--- config.mk ---
export PLATFORM = sky130hd
export DESIGN_NAME = mem_lsu
export DESIGN_NICKNAME = d
export VERILOG_FILES = /design/src/rtl/mem_lsu.sv
export SDC_FILE = /design/constraint.sdc
export NUM_CORES = 1
export LEC_CHECK = 0
export CAP_MARGIN = 20
export CORE_AREA = 5 5 147 149
export DETAILED_ROUTE_END_ITERATION = 10
export DIE_AREA = 0 0 152 154
export SLEW_MARGIN = 0
export SYNTH_ARGS = -nofsm -noshare
export SYNTH_HDL_FRONTEND = slang
export SYNTH_SLANG_ARGS = --single-unit
--- constraint.sdc ---
create_clock -name clk -period 5.7 [get_ports clk]
set_clock_uncertainty 0.2 [all_clocks]
set_input_delay 0.855 -clock clk [delete_from_list [all_inputs] [get_ports clk]]
set_output_delay 0.855 -clock clk [all_outputs]
set_load 0.05 [all_outputs]
--- src/rtl/mem_lsu.sv ---
// MEM-stage load/store unit: issues one data-memory access per memory op over a
// valid/ack bus and assembles the MEM/WB bundle, flagging misalignment and bus timeouts.
module mem_lsu #(
    parameter int TIMEOUT = 16,
    parameter int CNT_W   = 5
) (
    input  logic        clk,
    input  logic        rst,
    input  logic [4:0]  mem_wd,
    input  logic        mem_wreg,
    input  logic [31:0] mem_wdata,
    input  logic [31:0] mem_hi,
    input  logic [31:0] mem_lo,
    input  logic        mem_whilo,
    input  logic [7:0]  mem_aluop,
    input  logic [31:0] mem_mem_addr,
    input  logic [31:0] mem_reg2,
    output logic        dmem_req,
    output logic        dmem_we,
    output logic [31:0] dmem_addr,
    output logic [3:0]  dmem_sel,
    output logic [31:0] dmem_wdata,
    input  logic [31:0] dmem_rdata,
    input  logic        dmem_ack,
    output logic        stallreq,
    output logic [4:0]  wb_wd,
    output logic        wb_wreg,
    output logic [31:0] wb_wdata,
    output logic [31:0] wb_hi,
    output logic [31:0] wb_lo,
    output logic        wb_whilo,
    output logic        misalign,
    output logic        bus_err
);

    localparam logic [7:0] OP_LB  = 8'b1110_0000;
    localparam logic [7:0] OP_LH  = 8'b1110_0001;
    localparam logic [7:0] OP_LW  = 8'b1110_0011;
    localparam logic [7:0] OP_LBU = 8'b1110_0100;
    localparam logic [7:0] OP_LHU = 8'b1110_0101;
    localparam logic [7:0] OP_SB  = 8'b1110_1000;
    localparam logic [7:0] OP_SH  = 8'b1110_1001;
    localparam logic [7:0] OP_SW  = 8'b1110_1011;

    typedef enum logic [1:0] {
        ST_IDLE = 2'b00,
        ST_BUSY = 2'b01,
        ST_DONE = 2'b10
    } state_t;

    function automatic logic f_is_mem(input logic [7:0] op);
        case (op)
            OP_LB, OP_LH, OP_LW, OP_LBU, OP_LHU, OP_SB, OP_SH, OP_SW: f_is_mem = 1'b1;
            default: f_is_mem = 1'b0;
        endcase
    endfunction

    function automatic logic f_is_load(input logic [7:0] op);
        case (op)
            OP_LB, OP_LH, OP_LW, OP_LBU, OP_LHU: f_is_load = 1'b1;
            default: f_is_load = 1'b0;
        endcase
    endfunction

    // Access size code: 0 = byte, 1 = halfword, 2 = word.
    function automatic logic [1:0] f_size(input logic [7:0] op);
        case (op)
            OP_LB, OP_LBU, OP_SB: f_size = 2'd0;
            OP_LH, OP_LHU, OP_SH: f_size = 2'd1;
            default:              f_size = 2'd2;
        endcase
    endfunction

    function automatic logic f_misaligned(input logic [7:0] op, input logic [1:0] off);
        case (f_size(op))
            2'd1:    f_misaligned = off[0];
            2'd2:    f_misaligned = (off != 2'b00);
            default: f_misaligned = 1'b0;
        endcase
    endfunction

    function automatic logic [3:0] f_sel(input logic [7:0] op, input logic [1:0] off);
        case (f_size(op))
            2'd0: begin
                case (off)
                    2'b00:   f_sel = 4'b1000;
                    2'b01:   f_sel = 4'b0100;
                    2'b10:   f_sel = 4'b0010;
                    default: f_sel = 4'b0001;
                endcase
            end
            2'd1:    f_sel = off[1] ? 4'b0011 : 4'b1100;
            default: f_sel = 4'b1111;
        endcase
    endfunction

    function automatic logic [31:0] f_store_data(input logic [7:0] op, input logic [31:0] reg2);
        case (f_size(op))
            2'd0:    f_store_data = {4{reg2[7:0]}};
            2'd1:    f_store_data = {2{reg2[15:0]}};
            default: f_store_data = reg2;
        endcase
    endfunction

    // Big-endian lane pick: offset 0 is the most significant byte of the word.
    function automatic logic [31:0] f_load_data(input logic [7:0] op, input logic [1:0] off,
                                                input logic [31:0] w);
        logic [7:0]  b;
        logic [15:0] h;
        case (off)
            2'b00:   b = w[31:24];
            2'b01:   b = w[23:16];
            2'b10:   b = w[15:8];
            default: b = w[7:0];
        endcase
        h = off[1] ? w[15:0] : w[31:16];
        case (op)
            OP_LB:   f_load_data = {{24{b[7]}}, b};
            OP_LBU:  f_load_data = {24'd0, b};
            OP_LH:   f_load_data = {{16{h[15]}}, h};
            OP_LHU:  f_load_data = {16'd0, h};
            default: f_load_data = w;
        endcase
    endfunction

    state_t             state_r;
    state_t             state_s;
    logic [CNT_W-1:0]   cnt_r;
    logic [31:0]        rdata_r;
    logic               err_r;

    logic [1:0]         off_s;
    logic               mem_op_s;
    logic               load_s;
    logic               misal_s;
    logic               timeout_s;

    assign off_s     = mem_mem_addr[1:0];
    assign mem_op_s  = f_is_mem(mem_aluop);
    assign load_s    = f_is_load(mem_aluop);
    assign misal_s   = f_misaligned(mem_aluop, off_s);
    // Abort once the counter is about to reach TIMEOUT-1, so dmem_req spans TIMEOUT cycles.
    assign timeout_s = (cnt_r == CNT_W'(TIMEOUT - 2));

    // State register, timeout counter, captured read data and error flag.
    always_ff @(posedge clk or negedge rst) begin
        if (!rst) begin
            state_r <= ST_IDLE;
            cnt_r   <= {CNT_W{1'b0}};
            rdata_r <= 32'd0;
            err_r   <= 1'b0;
        end else begin
            state_r <= state_s;
            case (state_r)
                ST_IDLE: begin
                    cnt_r <= {CNT_W{1'b0}};
                    err_r <= 1'b0;
                end
                ST_BUSY: begin
                    cnt_r <= cnt_r + CNT_W'(1);
                    if (dmem_ack) begin
                        rdata_r <= dmem_rdata;
                        err_r   <= 1'b0;
                    end else if (timeout_s) begin
                        err_r <= 1'b1;
                    end
                end
                default: cnt_r <= {CNT_W{1'b0}};
            endcase
        end
    end

    // Next-state logic; ack takes priority over the timeout threshold.
    always_comb begin
        state_s = state_r;
        case (state_r)
            ST_IDLE: begin
                if (mem_op_s && !misal_s) begin
                    state_s = ST_BUSY;
                end else begin
                    state_s = ST_IDLE;
                end
            end
            ST_BUSY: begin
                if (dmem_ack || timeout_s) begin
                    state_s = ST_DONE;
                end else begin
                    state_s = ST_BUSY;
                end
            end
            ST_DONE: state_s = ST_IDLE;
            default: state_s = ST_IDLE;
        endcase
    end

    // Output decode: bus request, stall, write-back bundle and one-cycle error flags.
    always_comb begin
        dmem_req   = 1'b0;
        dmem_we    = 1'b0;
        dmem_addr  = 32'd0;
        dmem_sel   = 4'd0;
        dmem_wdata = 32'd0;
        stallreq   = 1'b0;
        wb_wd      = 5'd0;
        wb_wreg    = 1'b0;
        wb_wdata   = 32'd0;
        wb_hi      = 32'd0;
        wb_lo      = 32'd0;
        wb_whilo   = 1'b0;
        misalign   = 1'b0;
        bus_err    = 1'b0;
        if (!rst) begin
            stallreq = 1'b0;
        end else begin
            wb_wd    = mem_wd;
            wb_hi    = mem_hi;
            wb_lo    = mem_lo;
            wb_wdata = mem_wdata;
            case (state_r)
                ST_IDLE: begin
                    if (!mem_op_s) begin
                        wb_wreg  = mem_wreg;
                        wb_whilo = mem_whilo;
                    end else if (misal_s) begin
                        misalign = 1'b1;
                    end else begin
                        dmem_req = 1'b1;
                        stallreq = 1'b1;
                    end
                end
                ST_BUSY: begin
                    dmem_req = 1'b1;
                    stallreq = 1'b1;
                end
                ST_DONE: begin
                    if (err_r) begin
                        bus_err = 1'b1;
                    end else if (load_s) begin
                        wb_wreg  = mem_wreg;
                        wb_wdata = f_load_data(mem_aluop, off_s, rdata_r);
                    end else begin
                        wb_wreg = 1'b0;
                    end
                end
                default: wb_wreg = 1'b0;
            endcase
            if (dmem_req) begin
                dmem_we    = !load_s;
                dmem_addr  = {mem_mem_addr[31:2], 2'b00};
                dmem_sel   = f_sel(mem_aluop, off_s);
                dmem_wdata = load_s ? 32'd0 : f_store_data(mem_aluop, mem_reg2);
            end else begin
                dmem_we = 1'b0;
            end
        end
    end

endmodule

After elaboration in Yosys (flattened, before gate mapping)
Index checks and enable logic that the tools add are counted.
{ "classes": {"reduce_logical": 15, "addsub": 1, "div_mod_pow": 0, "bitwise": 0, "muxes": 57, "n_eq_ne": 17, "n_mul": 0, "magnitude_cmp": 0, "shifts": 0} }
{ "op_table": {"columns": ["operator", "n"], "rows": [
  ["$mux W32", 11],
  ["$pmux W32 S4", 1],
  ["$eq A8 B8 Y1 const B", 8],
  ["$pmux W32 S2", 1],
  ["$mux W1", 26],
  ["$pmux W8 S3", 1],
  ["$mux W16", 1],
  ["$mux W4", 3],
  ["$pmux W4 S3", 1],
  ["$mux W5", 2],
  ["$eq A2 B1 Y1 const B", 4],
  ["$pmux W1 S2", 4],
  ["$pmux W2 S2", 2],
  ["$pmux W4 S2", 1],
  ["$reduce_or A8 Y1", 1],
  ["$eq A2 B2 Y1 const B", 3],
  ["$logic_not A2 Y1", 3],
  ["$mux W2", 3],
  ["$reduce_or A3 Y1", 2],
  ["$add A5 B1 Y5 const B", 1],
  ["$eq A5 B4 Y1 const B", 1],
  ["$reduce_or A5 Y1", 1],
  ["$reduce_and A2 Y1", 2],
  ["$reduce_bool A2 Y1", 2],
  ["4 further kinds", 5]
]} }
{ "word_totals": {"mem_bits_ro": 0, "ramBits": 0, "regBits": 40, "n_memories": 0, "wordCells": 94, "output_inout_bits": 176, "latchBits": 0} }

Logic depth before layout (Yosys ltp)
{ "depth": {"depth_word": 16, "depth_mapped": 7, "ltp_nobuf": 5} }

Least setup slack after synthesis
Ideal clock, no wire load.
{ "synth_path": {"kind": "input port to output port", "from": "input mem_aluop[4]", "to": "output dmem_wdata[28]", "path_stages": 6, "n_path_buf": 2, "arrival_time_ns": 3.229, "path_slack_ns": 1.416, "required_time_ns": 4.645, "cell_sequence": "nand4b_1 buf_2 nor3_2 clkbuf_1 nor2_1 a211oi_1"} }
{ "synth_between": {"elab_chain_cells": 11, "word_cells_on_any_way": 30} }
{ "synth_rtl": {"columns": ["item", "line", "text"], "rows": [
  ["start, declared", "15", "input logic [7:0] mem_aluop,"],
  ["$eq A8 B8 Y1 (on tied branches)", "52, 59, 67", null],
  ["$reduce_or A3 Y1", "67", "case (op)"],
  ["$pmux W2 S2", "67", null],
  ["$eq A2 B2 Y1 or $eq A2 B1 Y1 (tied branches)", "75", "case (f_size(op))"],
  ["$pmux W1 S2", "75", null],
  ["$mux W1", "224", "end else if (misal_s) begin"],
  ["$mux W1", "221", "if (!mem_op_s) begin"],
  ["$pmux W1 S2", "219", "case (state_r)"],
  ["$mux W1", "212", "if (!rst) begin"],
  ["$mux W32 *", "247", "if (dmem_req) begin"],
  ["$mux W32 *", "212", null],
  ["end, declared", "22", "output logic [31:0] dmem_wdata,"]
]} }
Every way passes the cells marked *; elsewhere a longest branch is shown, timed or not. The select of a mux whose other input is x is not followed.

Worst setup path after layout
{ "layout_path": {"from": "input mem_aluop[2]", "to": "output dmem_sel[2]"} }
{ "layout_between": {"elab_chain_cells": 11, "word_cells_on_any_way": 27} }
{ "layout_rtl": {"columns": ["item", "line", "text"], "rows": [
  ["$eq A8 B8 Y1", "52, 67", null],
  ["$reduce_or A3 Y1", "67", null],
  ["$pmux W2 S2", "67", null],
  ["$eq A2 B2 Y1 or $eq A2 B1 Y1 (tied branches)", "75", null],
  ["$pmux W1 S2", "75", null],
  ["$mux W1", "224", null],
  ["$mux W1", "221", null],
  ["$pmux W1 S2", "219", null],
  ["$mux W1", "212", null],
  ["$mux W4 *", "247", null],
  ["$mux W4 *", "212", null],
  ["end, declared", "21", "output logic [3:0] dmem_sel,"]
]} }
Marked as above.

==> results.cfg <==
[global_route]
grt_pass1_wl_um = 34700
grt_pass1_vias = 5366
grt_antenna_before_repair = 4
grt_usage_pct = 18.8
grt_max_degree = 125
gr-total-overflow = 0

[cts]
cts_tree = yes
clk_latency_ns = 0.29
cts-root-buf = clkbuf_16
clock-sinks = 40
postCtsSetupRepairBufs = 0
h-tree-depth = 2
postCtsResizedCells = 0
clk_path_buf_depth = 2
path_clk_slew_ns = 0.06
cts_hold_buffers = 0
cts_buffers = 5

[route]
route.met2.wl_um = 12100
ant_nets = 0
drt_iter0_markers = 415
vias_per_cell = 4.70
route.vias.total = 5480
drt-met1-wl_um = 9950
first_pass_iters = 4
maxUsedRoutingLayer = met5
wl_met3_um = 1470
drc = 0
routed_wl_um = 24000
drt-wirelength-per-cell_um = 20.5

[power_and_ir_drop]
pwr_density_cell_nw_per_um2 = 175
leakage_nw = 3.44
ir_worst_vdd_mv = 0.151

[final_layout]
drive_gt1_share_pct = 18.7
nFillCells = 2084
syn_to_final_growth_pct = 91.3
final_nets = 1105
register_area_um2 = 1000
final-instance-count-excl-fill = 1167
multi_input_area_um2 = 3050
design_area_um2 = 8290

[timing]
slew_violations = 0
tightestPinTransition_ns = 0.860
rsz0062_at_grt = false
setup_viol = 0
fin_crit_ns = 4.94
maxSlewHeadroom_pct = 42.5
tns_ns = 0
clock.fmax_mhz = 202
fin_crit_sh_pct = 86.6
hold_viol_final = 0

[worst_setup_path]
cp_cell_sequence = clkdlybuf4s50_1 > or3b_1 > a2111oi_4 > o21a_4 > and2_1 > clkdlybuf4s50_1
arrival_ns = 3.88
path_class = primary input to output port
worst_setup_path_start_kind = primary input
cpMostUsedCell = clkdlybuf4s50_1
required_ns = 4.64
rr_endpoint = rdata_r[30]
crit_start = mem_aluop[2]
slowest_delay_ns = 0.80
worstSetupEndpoint = dmem_sel[2]
cp_slowest_cell = clkdlybuf4s50_1
r2r_slack_ns = 3.92
crit_path_end_kind = output port
r2r_cells = 3
reg2reg_from = state_r[1]
worstPathMaxFanout = 44

[floorplanning]
num_io_pins = 386
coreArea_um2 = 20000
die_y_um = 154
fp.dieW_um = 152
rows = 52
dieArea_um2 = 23400
initial_core_util_pct = 21.6

[synth]
synth_xor_area_share_pct = 0.607
synthCells = 547
synth-main-ff-cell = dfrtp_1
ys_ff_latch = 40
syn_area_um2 = 4330
ys_seq_area_share_pct = 23.1
yosys.area.top_type = dfrtp_1
synth_top_area_share_pct = 23.1
avgSynthCellArea_um2 = 7.92
synth_top_family_by_area = simple AND/OR/NAND/NOR gates
ys_top_cells_by_area = dfrtp_1 (23%), and2_1 (15%), mux2_2 (8.6%)
synth-compound-area-share_pct = 25.6
synth_mux_area_share_pct = 14.6
synthArstFlopShare_pct = 100
synth_cell_types = 59
synth-edff-count = 0
synthAdderAreaFrac_pct = 0.578
synth_warnings = 0
synth_simple_gate_area_share_pct = 28.8

[run_status]
status = complete, no violations

[place]
place_hpwl_um = 19500
place_area_um2 = 8110
portBuffers = 383
dp.cells = 1156
place.gp.congestion = 0.857

[worst_hold_path]
hp-class = flip-flop to flip-flop
min_from = cnt_r[0]

[job]
max_cap_viol_count = 0
[cell type report]
type / instances / share of cell area [%]
clock inverter: 3 / 0.574
clock buffer: 5 / 1.51
inverter: 4 / 0.181
antenna: 3 / 0.0906
tap: 270 / 4.08
sequential: 40 / 12.1
multi-input combinational: 447 / 36.8
timing repair buffer: 395 / 44.7
[report_power, final]
| group | total, mW | internal (mW) | switching [mW] |
|---|---|---|---|
| logic | 0.667 | 0.319 | 0.348 |
| clock network | 0.332 | 0.208 | 0.124 |
| registers | 0.450 | 0.350 | 0.0996 |
| total | 1.45 | 0.877 | 0.571 |
[worst min path at each step]
stage / slack [ns] / to / cells past startpoint
2_1_floorplan: 0.25 / cnt_r[0] / 1
3_3_place_gp: 0.28 / cnt_r[0] / 1
3_5_place_dp: 0.29 / cnt_r[0] / 1
4_1_cts: 0.30 / cnt_r[0] / 1
5_1_grt: 0.34 / cnt_r[0] / 1
6_report: 0.29 / cnt_r[0] / 1
[cells in the final DEF, fill, tap and decap left out, types with 10 or more instances in the layout]
cell type	count
nor2_1	27
o211ai_1	17
and3_1	10
buf_4	105
and2_1	102
nand2_1	51
mux2i_1	26
o22ai_1	24
dfrtp_1	40
clkdlybuf4s50_1	287
a21oi_1	37
o21ai_0	27
mux2_2	33
[per-stage QoR]
step           util, %  power (mW)  hold WS (ns)  setup WS [ns]
3_5_place_dp      40.5        1.12         0.291          0.786
5_1_grt           41.4        1.51         0.341          0.664
4_1_cts           41.3        1.45         0.297          0.777
6_report          41.4        1.45         0.292          0.762
2_1_floorplan        -       0.784         0.255           1.42
3_3_place_gp      40.5        1.11         0.280          0.859
[cell families (layout without fill, tap and decap cells)]
kind of cell	after synthesis	in the layout
and+or+nand+nor	225	225
AOI/OAI and AO/OA	156	156
buffers and inverters	61	407
muxes	59	59
DFF	40	40
xor gates and xnor gates	3	3
adders and majority gates	2	2
other	1	5
[per-layer routing]
| layer | vias to the layer above | track usage [%] |
|---|---|---|
| met5 | - | 0 |
| met4 | 2 | 5.18 |
| met3 | 28 | 4.08 |
| met2 | 240 | 32.9 |
| met1 | 2556 | 23.3 |
| li1 | 2654 | - |
[registers in the layout, indices dropped and copies added (netlist names)]
signal and flops:
rdata_r 32, cnt_r 5, state_r 2, err_r 1
[synth_stat cells (3+ instances only)]
| master | instances |
|---|---|
| and2_1 | 102 |
| nand2_1 | 51 |
| dfrtp_1 | 40 |
| a21oi_1 | 37 |
| clkbuf_1 | 33 |
| mux2_2 | 33 |
| nor2_1 | 27 |
| o21ai_0 | 27 |
| mux2i_1 | 26 |
| o22ai_1 | 24 |
| o211ai_1 | 17 |
| buf_2 | 12 |
| and3_1 | 10 |
| a211oi_1 | 9 |
| a22o_1 | 7 |
| nor3b_1 | 7 |
| o32ai_2 | 6 |
| a22oi_1 | 5 |
| nor2b_1 | 5 |
| a31oi_1 | 4 |
| buf_6 | 4 |
| inv_1 | 4 |
| nand2b_1 | 4 |
| a221oi_1 | 3 |
| buf_1 | 3 |
| buf_4 | 3 |
| or2_2 | 3 |
[worst max-delay path: cells and delay by family]
kind                   cells  cell delay, ns
buffers and inverters      2            1.38
AOI/OAI and AO/OA          2            0.95
and+or+nand+nor            2            0.69
(Power assumes the default switching activity.)
==> variant: new RTL, config.mk and constraints unchanged <==
Set the parameter `CNT_W` to 4 (it was 5).
--- a/src/rtl/mem_lsu.sv
+++ b/src/rtl/mem_lsu.sv
@@ -3,5 +3,5 @@
 module mem_lsu #(
     parameter int TIMEOUT = 16,
-    parameter int CNT_W   = 5
+    parameter int CNT_W   = 4
 ) (
     input  logic        clk,
Behaviour: same outputs for any inputs over 4 cycles, from zero or initial values and one cycle with rst low; that may be too few to reach the edited logic, so the function may still have changed.
==> variant against the unedited design <==
Setup slack better by 0.092 ns; sequential power fell by 7.1%; routed wire length fell by 8.3%; synthesized cell count fell by 2.7%; cell area increased by 9.9%; final cell count down 0.86%; critical path depth stayed put; core utilization increased by 4.1 points; total power shrank 2.4%; synthesized area decreased by 4.7%; sequential cell count decreased by 1; critical path type unchanged.
==> variant: results (changes against the unedited design) <==
[outcome]
status = finished clean

[synthesis]
synth_cells = 532  ; -2.7%
synth_fa_ha_area_frac = 0.006061  ; +0.0002836
synth-seq-area-share = 0.2364  ; +0.005283
yosys-top-cells-area = dfrtp_1 (24%), and2_1 (15%), mux2_2 (8.7%), a21oi_1 (7.2%), o21ai_0 (5.9%)
synth.mux.area_fraction = 0.1552  ; +0.009282
yosysUniqueCellTypes = 50  ; -15%
synth_compound_gate_area_share = 0.2612  ; +0.005580
synthXorXnorAreaFrac = 0.004242  ; -0.001823

[finish]
fin_cells = 1157  ; -0.86%
drive_above_1_share = 0.2009  ; +0.01410
fillerInstances = 1941  ; -6.9%
top_regs = rdata_r (32), cnt_r (4), state_r (2)

[routing]
top_layer = met4
vias = 5228  ; -4.6%
routed_wl_um = 21960  ; -8.3%
wl_met2_um = 10860  ; -10%
m1WireLength_um = 9124  ; -8.3%

[grt]
use_met3 = 0.05481  ; +0.01405
grt_pass1_wl_um = 33530  ; -3.4%
grt_max_degree = 122  ; -2.4%
use_met2 = 0.3052  ; -0.02371

[sta]
relSlewSlack = 0.4051  ; -0.01965
period_minus_slack_ns = 4.846  ; -0.09228 ns

[worst_setup_path]
crit_family = compound AO/OA/AOI/OAI gates
endpoint = wb_wdata[28]
cp-startpoint = mem_aluop[3]
arrival_ns = 3.79  ; -0.09 ns
worstReg2RegEnd = rdata_r[17]$_DFFE_PN0P_
slowest_delay_ns = 0.74  ; -0.06 ns
r2r_slack_ns = 3.97  ; +0.05 ns
rr_worst_depth = 4  ; +1

[pwr]
sequentialPower_w = 0.000418  ; -7.1%
clockPowerShare = 0.236  ; +0.007
irDropWorstVdd_mv = 0.1073  ; -29%
power_leakage_nw = 3.671  ; +6.7%

[place]
post-dp-hpwl_um = 18040  ; -7.6%

variant: cell types whose count changed after synthesis, moves of 7 or more:
cell / delta
inv_1: +26
o22ai_1: -23
a21oi_1: +22
o21ai_0: +22
o211ai_1: -17
mux2i_1: -16
a221oi_1: +11
and3_1: -9
mux4_2: +8
buf_2: -7
nor3b_1: -7
o41ai_1: +7
variant: through the flow:
stage	hold slack [ns]	util	instance area (um2)
after floorplan	0.2356	-	4133
after global placement	0.2726	0.4456	8930
after detailed placement	0.2697	0.4456	8930
after CTS	0.2542	0.4543	9104
after global routing	0.2696	0.4544	9106
final	0.2509	0.4544	9106
variant: cell type report:
| class | instances | share of cell area |
|---|---|---|
| clock buffers | 6 | 0.01525 |
| clock inverters | 2 | 0.003847 |
| flip-flops and latches | 39 | 0.1072 |
| repair buffers | 397 | 0.5169 |
| inverters | 30 | 0.01237 |
| well taps | 270 | 0.03710 |
| multi-input cells | 412 | 0.3071 |
| diodes | 1 | 0.0002748 |
